$ cat src/rtl/mem_dump_uart_tx.sv
// Burst-reads a block of data RAM words into a local buffer, then streams
// them byte by byte to a UART transmitter with a fixed inter-byte gap.
module mem_dump_uart_tx #(
    parameter  int ADDR_W       = 32,
    parameter  int DATA_W       = 32,
    parameter  int MAX_WORDS    = 8,
    parameter  int GAP_CYCLES   = 12432,
    parameter  int USE_TX_READY = 1,
    localparam int CNT_W        = $clog2(MAX_WORDS + 1)
) (
    input  logic              clk,
    input  logic              rst,
    input  logic              start,
    input  logic              rearm,
    input  logic [ADDR_W-1:0] cfg_base,
    input  logic [CNT_W-1:0]  cfg_nwords,
    input  logic              cfg_msb_first,
    input  logic [DATA_W-1:0] mem_rdata,
    input  logic              tx_ready,
    output logic              mem_req,
    output logic              mem_en,
    output logic [ADDR_W-1:0] mem_addr,
    output logic              tx_valid,
    output logic [7:0]        tx_data,
    output logic              busy,
    output logic              done
);

    localparam int BYTES = DATA_W / 8;
    localparam int BI_W  = (BYTES > 1) ? $clog2(BYTES) : 1;
    localparam int IDX_W = (MAX_WORDS > 1) ? $clog2(MAX_WORDS) : 1;
    localparam int GAP_W = $clog2(GAP_CYCLES + 1);

    typedef enum logic [1:0] {
        IDLE,
        FETCH,
        SEND,
        GAP
    } state_t;

    state_t state;

    logic             armed;
    logic             msb_q;
    logic             cap_pend;
    logic [CNT_W-1:0] n_q;
    logic [CNT_W-1:0] iss_cnt;
    logic [CNT_W-1:0] wr_idx;
    logic [CNT_W-1:0] word_idx;
    logic [BI_W-1:0]  byte_idx;
    logic [GAP_W-1:0] gap_cnt;

    logic [DATA_W-1:0] wbuf [MAX_WORDS];

    logic [CNT_W-1:0]  n_req;
    logic [DATA_W-1:0] cur_word;
    logic [BI_W-1:0]   sel;
    logic [7:0]        cur_byte;
    logic              last_byte;
    logic              last_word;
    logic              can_issue;
    logic              buf_we;
    logic [GAP_W-1:0]  gap_lim;

    // Requested word count clamped to the buffer depth.
    assign n_req = (cfg_nwords > CNT_W'(MAX_WORDS)) ?
                   CNT_W'(MAX_WORDS) : cfg_nwords;

    assign cur_word  = wbuf[word_idx[IDX_W-1:0]];
    assign sel       = msb_q ? (BI_W'(BYTES - 1) - byte_idx) : byte_idx;
    assign cur_byte  = cur_word[{sel, 3'b000} +: 8];
    assign last_byte = (byte_idx == BI_W'(BYTES - 1));
    assign last_word = (word_idx == (n_q - CNT_W'(1)));
    assign can_issue = tx_ready || (USE_TX_READY == 0);
    assign buf_we    = (state == FETCH) && cap_pend;

    // The final byte waits one extra cycle so done lands where the next
    // byte strobe would otherwise have appeared.
    assign gap_lim = (last_byte && last_word) ?
                     GAP_W'(GAP_CYCLES) : GAP_W'(GAP_CYCLES - 1);

    // Word buffer: capture RAM data the cycle after each read strobe.
    always_ff @(posedge clk) begin
        if (buf_we) begin
            wbuf[wr_idx[IDX_W-1:0]] <= mem_rdata;
        end
    end

    // Main control FSM with registered outputs.
    always_ff @(posedge clk or negedge rst) begin
        if (!rst) begin
            state    <= IDLE;
            armed    <= 1'b1;
            msb_q    <= 1'b0;
            cap_pend <= 1'b0;
            n_q      <= '0;
            iss_cnt  <= '0;
            wr_idx   <= '0;
            word_idx <= '0;
            byte_idx <= '0;
            gap_cnt  <= '0;
            mem_req  <= 1'b0;
            mem_en   <= 1'b0;
            mem_addr <= '0;
            tx_valid <= 1'b0;
            tx_data  <= '0;
            busy     <= 1'b0;
            done     <= 1'b0;
        end else begin
            done     <= 1'b0;
            tx_valid <= 1'b0;

            unique case (state)
                IDLE: begin
                    if (start && armed) begin
                        msb_q <= cfg_msb_first;
                        n_q   <= n_req;
                        armed <= 1'b0;
                        if (n_req == '0) begin
                            done <= 1'b1;
                        end else begin
                            state    <= FETCH;
                            busy     <= 1'b1;
                            mem_req  <= 1'b1;
                            mem_en   <= 1'b1;
                            mem_addr <= cfg_base;
                            iss_cnt  <= CNT_W'(1);
                            wr_idx   <= '0;
                            cap_pend <= 1'b0;
                        end
                    end
                end

                FETCH: begin
                    cap_pend <= mem_en;
                    if (mem_en) begin
                        if (iss_cnt == n_q) begin
                            mem_en  <= 1'b0;
                            mem_req <= 1'b0;
                        end else begin
                            mem_addr <= mem_addr + ADDR_W'(BYTES);
                            iss_cnt  <= iss_cnt + CNT_W'(1);
                        end
                    end
                    if (cap_pend) begin
                        wr_idx <= wr_idx + CNT_W'(1);
                        if (wr_idx == (n_q - CNT_W'(1))) begin
                            state    <= SEND;
                            cap_pend <= 1'b0;
                            word_idx <= '0;
                            byte_idx <= '0;
                        end
                    end
                end

                SEND: begin
                    if (can_issue) begin
                        tx_valid <= 1'b1;
                        tx_data  <= cur_byte;
                        gap_cnt  <= '0;
                        state    <= GAP;
                    end
                end

                GAP: begin
                    if (gap_cnt == gap_lim) begin
                        if (last_byte && last_word) begin
                            done  <= 1'b1;
                            busy  <= 1'b0;
                            state <= IDLE;
                        end else begin
                            state <= SEND;
                            if (last_byte) begin
                                byte_idx <= '0;
                                word_idx <= word_idx + CNT_W'(1);
                            end else begin
                                byte_idx <= byte_idx + BI_W'(1);
                            end
                        end
                    end else begin
                        gap_cnt <= gap_cnt + GAP_W'(1);
                    end
                end

                default: state <= IDLE;
            endcase

            if (rearm) begin
                armed <= 1'b1;
            end
        end
    end

endmodule
$ cat config.mk
export PLATFORM = sky130hd
export DESIGN_NAME = mem_dump_uart_tx
export DESIGN_NICKNAME = d
export VERILOG_FILES = /design/src/rtl/mem_dump_uart_tx.sv
export SDC_FILE = /design/constraint.sdc
export NUM_CORES = 1
export LEC_CHECK = 0
export ABC_AREA = 1
export CORE_MARGIN = 2
export CORE_UTILIZATION = 53
export CTS_CLUSTER_DIAMETER = 40
export DETAILED_ROUTE_END_ITERATION = 8
export PLACE_DENSITY = 0.84
export SLEW_MARGIN = 25
export SYNTH_ARGS = -nofsm -noshare
export SYNTH_HDL_FRONTEND = slang
export SYNTH_SLANG_ARGS = --single-unit
$ cat constraint.sdc
create_clock -name clk -period 4.1 [get_ports clk]
set_input_delay 0.615 -clock clk [delete_from_list [all_inputs] [get_ports clk]]
set_output_delay 0.615 -clock clk [all_outputs]
set_load 0.01 [all_outputs]
# Yosys cells after proc, flatten, opt, wreduce, memory -nomap -nowiden
# Memory sizes are Yosys's and may differ from the RTL's.
# Cells that the tools add are included.
[totals]
register_bits = 82
ram_bits = 256
inputBits = 74
out_inout_bits = 45
word_cells = 140
n_memories = 1
[classes]
n_addsub = 8
order_cmp = 1
eq_ne = 21
shifts = 1
muxes = 68
reduce_logical = 23
[mem_list]
columns = ["memory", "words", "width", "read_ports", "rd_ports_with_merged_regs", "write_ports", "line_no", "text"]
rows = [
  ["wbuf", 8, 32, 1, 0, 1, "53", "logic [DATA_W-1:0] wbuf [MAX_WORDS];"],
]
[ops]
columns = ["operator", "n"]
rows = [
  ["32-bit 2-to-1 mux", 4],
  ["32-bit case mux with 2 select lines", 1],
  ["4-bit 2-to-1 mux", 13],
  ["32-bit by 3-bit adder with 32-bit output, second input constant", 1],
  ["32-bit by 6-bit variable part select with 8-bit output", 1],
  ["14-bit 2-to-1 mux", 2],
  ["14-bit case mux with 2 select lines", 1],
  ["2-bit 2-to-1 mux", 13],
  ["4-bit case mux with 2 select lines", 3],
  ["1-bit 2-to-1 mux", 23],
  ["2-bit != test, second input constant", 11],
  ["5-bit AND reduction", 4],
  ["14-bit by 1-bit adder with 14-bit output, second input constant", 1],
  ["14-bit == test", 1],
  ["4-bit by 1-bit adder with 4-bit output, second input constant", 3],
  ["4-bit == test", 3],
  ["6-bit AND reduction", 2],
  ["2-bit nonzero test", 6],
  ["1-bit case mux with 2 select lines", 5],
  ["2-bit case mux with 4 select lines", 1],
  ["2-bit == test, second input constant", 3],
  ["2-bit AND reduction", 3],
  ["3-bit AND reduction", 2],
  ["5-bit 2-to-1 mux", 1],
  ["11 further kinds", 14],
]

# Longest topological paths before layout
# Gate-level depths: netlist of the first run.
[depth]
ltp_word = 7
mapped_depth = 18
mapped_depth_nobuf = 17

# Least setup slack after synthesis of the first run
# Ideal clock, no wire load.
[synth_timing]
kind = "register to register"
start = "reg state[1]"
end = "mem wbuf[6][0] (enable)"
setup_ps = 461
arrival_time_ps = 3635
t_required_ps = 3639
slack_ps = 3
path_stages_with_launch = 9
n_path_buf = 2
period_less_slack_ps = 4097
path_cell_list = "dfrtp_1 > inv_1 > ha_1 > clkbuf_1 > clkbuf_1 > nand2_1 > inv_1 > nand2_1 > nor3_1"
[synth_via]
elab_chain_len = 4
[synth_lines]
columns = ["element", "line_no", "text"]
rows = [
  ["start, declared", "41", "state_t state;"],
  ["start signal, assigned", "92", "state <= IDLE;"],
  ["start signal, assigned", "122", "state <= FETCH;"],
  ["start signal, assigned", "148", "state <= SEND;"],
  ["2-bit by 1-bit == test with 1-bit output", "75", "assign buf_we = (state == FETCH) && cap_pend;"],
  ["1-bit logical AND", "75", ""],
  ["1-bit 2-to-1 mux", "84", "if (buf_we) begin"],
  ["1-bit 2-to-1 mux (not written as such)", "85", "wbuf[wr_idx[IDX_W-1:0]] <= mem_rdata;"],
  ["end, declared", "53", ""],
]
# Every way passes these cells.

# Worst setup path in the final report of the first run
[layout_timing]
start = "reg state[1]"
end = "reg mem_addr[19]"
[layout_via]
elab_chain_len = 3
word_cells_on_any_way = 9
classes_between = "5 x eq/ne; 1 x mux; 3 x reduce/logical"
[layout_lines]
columns = ["element", "line_no", "text"]
rows = [
  ["2-bit by 1-bit == test with 1-bit output / 2-bit zero test (equally long branches)", "113", "unique case (state)"],
  ["2-bit != test (no source line) / 2-bit nonzero test (equally long branches)", "--", ""],
  ["5-bit AND reduction (no source line)", "--", ""],
  ["end signal, assigned", "126", "mem_addr <= cfg_base;"],
  ["end signal, assigned", "141", "mem_addr <= mem_addr + ADDR_W'(BYTES);"],
  ["end, declared", "22", "output logic [ADDR_W-1:0] mem_addr,"],
]
# Several ways; a longest one is shown, not always the timed one.
# A chain may end at the register's enable or synchronous reset.

==> summary by stage, run 1 <==
Synthesis
Of all cell types, the one taking the most synthesized area is edfxtp_1. Synthesis produced a netlist whose cell count is between 1000 and 1500. The post-synthesis instance area is approximately 15000 um2. The average instance in the mapped netlist occupies 10.47 um2. For this run, the register share of the synthesized area comes to 0.6411. The number of nets handed over by synthesis was 1537.

In the synthesized netlist the dominant register cell turns out to be edfxtp_1. The area share of the largest cell type after synthesis is 0.5059. Synthesis instantiated between 40 and 50 different standard cells from the library. Counting flops with a built-in enable in the synthesized netlist gives ~260. By area the synthesized netlist is led by edfxtp_1 51%, dfrtp_1 13%, nand2_1 8.7%. During synthesis, Yosys emitted a total of 0 warnings. After synthesis, the share of flip-flops with an asynchronous set or reset is 0.2426.

After synthesis the netlist holds a flip-flop and latch count of 338.

Power and ir drop
The share of total power dissipated in sequential elements is 0.386. The worst voltage drop across the vdd grid is approximately 0.6 mV. The internal power is 7.389 mW. Of the total power, the share spent switching nets is 0.3628. Of the total power, the clock network draws 0.303. Of the total power, combinational logic draws 0.311. In this run the static leakage power is just under 7 nW.

The design draws roughly 12 mW. The net switching power figure is 4.207 mW. Dividing total power by cell area gives a power density of between 600 and 700 nW/um2.

Route
The detailed-router iteration count before antenna repair is 6. The routed design uses 3510 um of met3 wire. The number of vias after detailed routing is between 10000 and 15000. After detailed routing, the number of vias per cell comes to 5.882.

Dividing the detail-routed wire length by the instance count gives around 19 um. Detailed routing placed a total of 18840 um of wire on met2. The highest metal layer with signal wires is met4. In the routed design, unresolved DRC markers number 0.

The post-route met1 wirelength is roughly 15000 um. The first-iteration detailed-routing DRC count is 1406. The detail route stage leaves a number of antenna-violating nets equal to 0. For this block, the routed nets add up to roughly 38000 um of wire.

Placed design
The half-perimeter wire length after placement is around 23000 um. The cell area after placement is 16830 um2. Routability-driven placement finished with a final weighted congestion of between 0.9 and 1. The number of port buffers is 118. The worst setup slack after placement is between 1 and 1.5 ns.

Global route
The initial antenna violation count was 0. Entering global routing, the biggest net connects 83 pins. The overall global routing resource usage is 0.2530.

The number of global-route vias before repair is about 11000. The first global-routing pass estimated 60520 um of wire. For this run the aggregate overflow at the end of global routing stands at 0.

Clock tree
The number of buffers inserted during clock tree synthesis is 42. The clock edge transition at the registers on the reported setup and hold paths is 0.06 ns. The post-CTS repair timing setup buffer count is 0. The TritonCTS clock tree is yes.

Clock latency on the worst-skew pair, taken at its later pin, is 0.56 ns. The number of H-tree levels is 2. The clock passes through at most 3 buffers. The tree is rooted in a clkbuf_16.

The clock sink count is between 300 and 400. The number of resized instances in the post-cts repair step is 0. In this run, post-CTS hold repair placed 0 buffers.

Floorplan
The chip width is between 150 and 200 um. The boundary pin count is approximately 120. The area of the die is approximately 30000 um2. In this run the standard cell core region covers 28010 um2.

The number of standard-cell rows in the floorplan is 61. The initial standard-cell utilization of the core is 0.5425. From bottom edge to top edge, the die measures ~170 um.

STA
The max-slew violation count is 0. The setup total negative slack is 0 ns. Setup repair after global routing left no endpoint under its margin. The clock period minus final worst setup slack is roughly 2.8 ns. In the finished design, the share of the clock period the worst path needs comes to 0.6824. Setup violations remaining at the end of the flow were counted as 0. The number of hold-slack violations in the final timing report came to 0. The final worst-path setup slack is 1.302 ns. Clock skew on the completed layout was measured at between 0.02 and 0.025 ns. Headroom to the max-slew limit came out at 0.3417.

The slew at the pin closest to its max-slew limit is about 0.99 ns. The fmax is ~360 MHz.

Setup path
For this design, the slowest cell found on the critical path is dfrtp_1. STA puts the critical path data arrival time at 3.23 ns. The startpoint type of the worst setup path is a flip-flop.

In this design, the stage delay of the slowest critical-path cell is approximately 0.44 ns. Walking the worst path, the cells encountered are inv_1 > ha_1 > buf_4 > o21ai_2 > inv_1 > nand2_2 > nand2_1 > buf_4 > inv_2 > nor2_1 > nand2_1 > o21ai_0. Counting both buffers and inverters, the worst setup path holds a total of 5.

The cell class contributing the biggest share of worst-path delay is buffers and inverters. The data required time at the worst endpoint is about 4.5 ns. The endpoint kind of the worst setup timing path is a flip-flop. The classification of the worst setup path is flip-flop to flip-flop. The highest fanout seen on the critical path is between 40 and 50.

Final layout
The top cell types in the final layout, fill and taps aside, are 354 x nand2_1, 256 x edfxtp_1, 154 x nor2_1, 118 x o21ai_0, 117 x clkdlybuf4s50_1. The ratio of cells with drive above 1 in the final layout is 0.08005. The commonest non-fill, non-tap cell in the layout is nand2_1. The area overhead of the layout relative to synthesis is 19.64%. The net total in the final layout is 1655. After routing the design area is between 15000 and 20000 um2.

Run status
The run finished with clean final reports.

Min path
The min-delay analysis places its worst path in the category primary input to asynchronous set/reset pin.

Flow run
The reported max-cap violation count is 0.
-- power groups by stage --
stage                     Combinational, mW  Clock [mW]  Sequential (mW)
after floorplan                        2.23           0             4.49
after global placement                 3.39           0             4.50
after detailed placement               3.51           0             4.52
after CTS                              3.57        3.54             4.46
after global routing                   3.96        3.70             4.51
final                                  3.61        3.51             4.48
-- cell families (layout without fill, tap and decap cells) --
logic type / Yosys count / count (layout) / share of synthesized area
AOI/OAI and AO/OA: 263 / 263 / 0.09742
DFF: 338 / 338 / 0.6411
buffers and inverters: 140 / 288 / 0.03755
muxes: 34 / 34 / 0.02256
adders and majority gates: 12 / 12 / 0.009881
xor gates and xnor gates: 31 / 31 / 0.01836
and+or+nand+nor: 633 / 633 / 0.1732
other: 0 / 2 / 0
-- Yosys cell counts (2+ instances only) --
library cell,count
o22ai_1,35
mux2_2,2
nor2_1,162
nand2_4,4
dfrtp_1,81
edfxtp_1,256
nor2_2,2
o211ai_1,32
buf_2,21
nand2_2,4
a21oi_1,53
xor2_1,21
nor3_1,8
mux2i_1,32
o31ai_1,4
a31oi_1,5
or2_2,6
xnor2_1,9
clkbuf_1,36
clkinv_1,2
o21ai_0,118
inv_2,5
nor4_1,5
nand4_1,15
inv_1,69
nand2_1,354
ha_1,12
buf_4,3
o21ai_2,2
nor3b_1,2
nand3b_1,3
buf_1,3
nand3_1,65
o2111ai_1,3
o21ai_1,9
-- stage by stage --
stage / cells / utilization / hold slack (ns)
global placement: 1901 / 0.5990 / 0.4867
detailed placement: 1903 / 0.6009 / 0.4949
finish: 1979 / 0.6490 / 0.1101
global route: 1977 / 0.6488 / 0.1669
floorplan: 1451 / - / 0.3194
CTS: 1977 / 0.6487 / 0.2885
-- layout make-up --
type                       count  area [um2]
antenna                        2       5.005
clock buffer                  45        1062
clock inverter                29       275.3
fill                        2038        9832
inverter                      76       285.3
multi-input combinational    973        4949
sequential                   338        9744
tap                          378       473.0
timing repair buffer         138        1385
-- path summary, 6_finish.rpt --
path                                  start      endpoint  slack (ns)  cells past startpoint
min in group clk                mem_addr[0]   mem_addr[0]        0.50                      1
worst max register to register     state[1]  mem_addr[19]        1.30                     12
max in group asynchronous               rst   word_idx[0]        3.40                      1
worst min-delay path                    rst    gap_cnt[8]        0.11                      1
worst min register to register  mem_addr[0]   mem_addr[0]        0.50                      1
worst max-delay path               state[1]  mem_addr[19]        1.30                     12
-- sequential cells by signal, indices dropped and copies added (netlist names), 2 cells and up --
register and count:
mem_addr 32, gap_cnt 14, iss_cnt 4, n_q 4
word_idx 4, wr_idx 4, tx_data 8, wbuf 256
byte_idx 2, state 2
-- layer usage --
| metal | vias up | track usage |
|---|---|---|
| met4 | 0 | 0.09605 |
| met5 | - | 0 |
| li1 | 5300 | - |
| met3 | 98 | 0.04298 |
| met2 | 622 | 0.4283 |
| met1 | 5621 | 0.3285 |
No activity file was read; power rests on OpenSTA's default activity.
==> run 2, diff against run 1 <==
==> constraint.sdc (replaced) <==
create_clock -name clk -period 2.37 [get_ports clk]
set_input_delay 0.3555 -clock clk [delete_from_list [all_inputs] [get_ports clk]]
set_output_delay 0.3555 -clock clk [all_outputs]
set_load 0.01 [all_outputs]
==> run 2 against run 1 <==
Net effect:
- utilization rose by 1.7 points
- register-to-register slack lost 1.1 ns
- global-route usage shrank 0.066 points
- first-iteration DRC count grew 3.5%
- cell count increased by 1.0%
- non-clock buffer count up 20
- setup slack worse by 1.1 ns
- sequential power rose by 73%
==> summary by stage, run 2 (synthesis gave the netlist of run 1 again) <==
Floorplan
The initial standard-cell utilization of the core was 0.5425 (unchanged). The overall die height is 173.3 um (unchanged). The number of standard-cell rows in the floorplan is 61 (unchanged).

The area inside the core boundary came to 28010 um2 (unchanged). The area of the die came to 30040 um2 (unchanged). The chip width is 173.3 um (unchanged). The boundary pin count is 119 (unchanged).

STA
The clock period minus final worst setup slack is 2.172 ns (was 2.798 ns). The max-slew violation count is 0 (unchanged). The clock tree skew after final layout came to 0.01600 ns (was 0.02474 ns).

The final setup violation count is 0 (unchanged). Unrepaired setup endpoints after global routing: no (unchanged). The fmax is 460.5 MHz (was 357.4 MHz).

The part of the cycle the worst path needs is 0.9163 (was 0.6824). The final worst-path setup slack is 0.1984 ns (was 1.302 ns). The final hold slack came to 0.3277 ns (was 0.1101 ns).

The number of hold-slack violations in the final timing report is 0 (unchanged). The slew at the pin closest to its max-slew limit came to 0.7252 ns (was 0.9851 ns). The normalized max-slew margin is 0.5160 (was 0.3417).

Clock tree
The TritonCTS clock tree is yes (unchanged). The maximum buffer depth of the clock tree is 3 (unchanged). The post-CTS repair timing setup buffer count is 0 (unchanged). The clock edge transition at the registers on the reported setup and hold paths is 0.06 ns (about the same). The number of H-tree levels is 2 (unchanged). The clock sink count was 338 (unchanged).

The library cell used as clock root buffer is clkbuf_16 (unchanged). The clock latency on the worst-skew pair was 0.54 ns (was 0.56 ns). The number of buffers inserted during clock tree synthesis came to 42 (unchanged).

Run status
Result of the run: finished clean (unchanged).

Final layout
The ratio of cells with drive above 1 in the final layout is 0.09932 (was 0.08005). The area occupied by multi-input gates was 5017 um2 (was 4949 um2). The number of fillers in the final layout is 1988 (was 2038).

The commonest non-fill, non-tap cell in the layout is nand2_1 (unchanged). The area taken by flip-flops and latches is 9747 um2 (was 9744 um2). The net total in the final layout is 1675 (was 1655).

The area overhead of the layout relative to synthesis is 22.86% (was 19.64%). The flip-flop count of the largest register, all copies and words added is 256 (unchanged). Leading cell types in the layout, fill and taps excluded: 352 x nand2_1, 256 x edfxtp_1, 152 x nor2_1, 118 x o21ai_0, 117 x clkdlybuf4s50_1 (was 354 x nand2_1, 256 x edfxtp_1, 154 x nor2_1, 118 x o21ai_0, 117 x clkdlybuf4s50_1). The final standard cell area without fillers is 18670 um2 (was 18180 um2). The core utilization of the finished layout came to 0.6665 (was 0.6490). The antenna diode count is 0 (was 2).

Setup path
The launch instance of the worst register-to-register path is word_idx[0] (was state[1]). The classification of the worst setup path is flip-flop to flip-flop (unchanged). The highest fanout seen on the critical path came to 33 (was 41). The endpoint kind of the worst setup timing path is a flip-flop (unchanged). The critical path arrival was 2.64 ns (was 3.23 ns). The data required time at the worst endpoint was 2.84 ns (was 4.54 ns). The startpoint type of the worst setup path is a flip-flop (unchanged). The capture instance of the worst register-to-register path is tx_data[2] (was mem_addr[19]). The number of cells on the worst reg-to-reg path is 10 (was 12).

The slack of the worst reg-to-reg path is 0.20 ns (was 1.30 ns).

Route
The post-detailed-routing wire length is 38420 um (was 38400 um). The post-detailed-route wirelength per cell is 19.22 um (was 19.40 um). The first-iteration detailed-routing DRC count is 1455 (was 1406).

The remaining design rule violation count is 0 (unchanged). The post-detailed-route count of antenna-violating nets was 0 (unchanged). The average vias per placed instance was 5.809 (was 5.882). The number of vias after detailed routing is 11610 (was 11640).

The detailed-router iteration count before antenna repair came to 5 (was 6).

Global route
The wire length of the first global-routing pass is 60400 um (was 60520 um). The number of global-route vias before repair came to 11420 (was 11480). The initial antenna violation count came to 0 (unchanged). The leftover overflow at the end of global routing is 0 (unchanged). The maximum number of pins on one net before global-route repair is 83 (unchanged). The overall global routing resource usage is 0.2524 (was 0.2530).

Power and ir drop
The total power consumption of the routed design is 20.90 mW (was 11.60 mW). The leakage power came to 7.067 nW (was 6.863 nW). The power per unit of standard cell area was 1120 nW/um2 (was 637.9 nW/um2). The worst voltage drop across the vdd grid came to 1.073 mV (was 0.5854 mV).

Min path
The class of the most critical hold timing path is primary input to asynchronous set/reset pin (unchanged).

Flow run
The reported max-cap violation count is 0 (unchanged).

Placed design
The number of port buffers is 118 (unchanged). The cell area after placement is 17140 um2 (was 16830 um2). The half-perimeter wire length after placement is 23060 um (was 23320 um). The worst setup slack after placement is 0.07300 ns (was 1.058 ns). The global placement routability congestion is 0.9136 (was 0.9088).
run 2: critical path, cell delays in order (launching register included):
cell and delay [ns]:
dfrtp_4 0.54, inv_2 0.25, buf_12 0.23, nor2_1 0.07, o22ai_1 0.19, nand2_1 0.08
o211ai_1 0.19, nand3_1 0.22, o21ai_0 0.14, nand2_1 0.11, nand2_1 0.07
run 2: stage by stage:
stage / cells / setup TNS (ns)
2_1_floorplan: 1451 / -1.886
3_3_place_gp: 1922 / 0
3_5_place_dp: 1922 / 0
4_1_cts: 1999 / 0
5_1_grt: 1999 / 0
6_report: 1999 / 0
run 2: final cells by class:
type                    count  share of cell area
flip-flops and latches    338              0.5221
multi-input cells         973              0.2688
repair buffers            158             0.08941
clock buffers              46             0.05764
well taps                 378             0.02534
clock inverters            30             0.02131
inverters                  76             0.01542
run 2: worst max path at each step:
stage | from | to | slack (ns) | cells after the start
6_report | word_idx[0] | tx_data[2] | 0.20 | 10
5_1_grt | n_q[1] | gap_cnt[2] | 0.02 | 14
4_1_cts | n_q[0] | gap_cnt[3] | 0.04 | 14
3_5_place_dp | n_q[0] | gap_cnt[2] | 0.07 | 14
3_3_place_gp | cfg_nwords[2] | mem_addr[20] | 0.16 | 13
2_1_floorplan | state[1] | wbuf[1][0] | -0.02 | 8
run 2: power breakdown:
| group | internal [mW] | switching [mW] |
|---|---|---|
| sequential | 7.01 | 0.712 |
| clock | 4.11 | 2.54 |
| combinational | 2.52 | 4.01 |
| total | 13.6 | 7.26 |
run 2: per-layer routing:
layer	vias to the layer above	part of all wire	GRT usage	wire (um)
li1	5343	-	-	-
met1	5489	0.39	0.3319	14810
met2	677	0.49	0.4220	18820
met3	103	0.094	0.04342	3629
met4	0	0.030	0.09605	1164
met5	-	0	0	0
run 2: timing repair:
item	CTS	global route
endpoints found under the hold margin	33	0
endpoints found under the setup margin	0	24
hold buffers	1	0
gates resized for setup	0	8
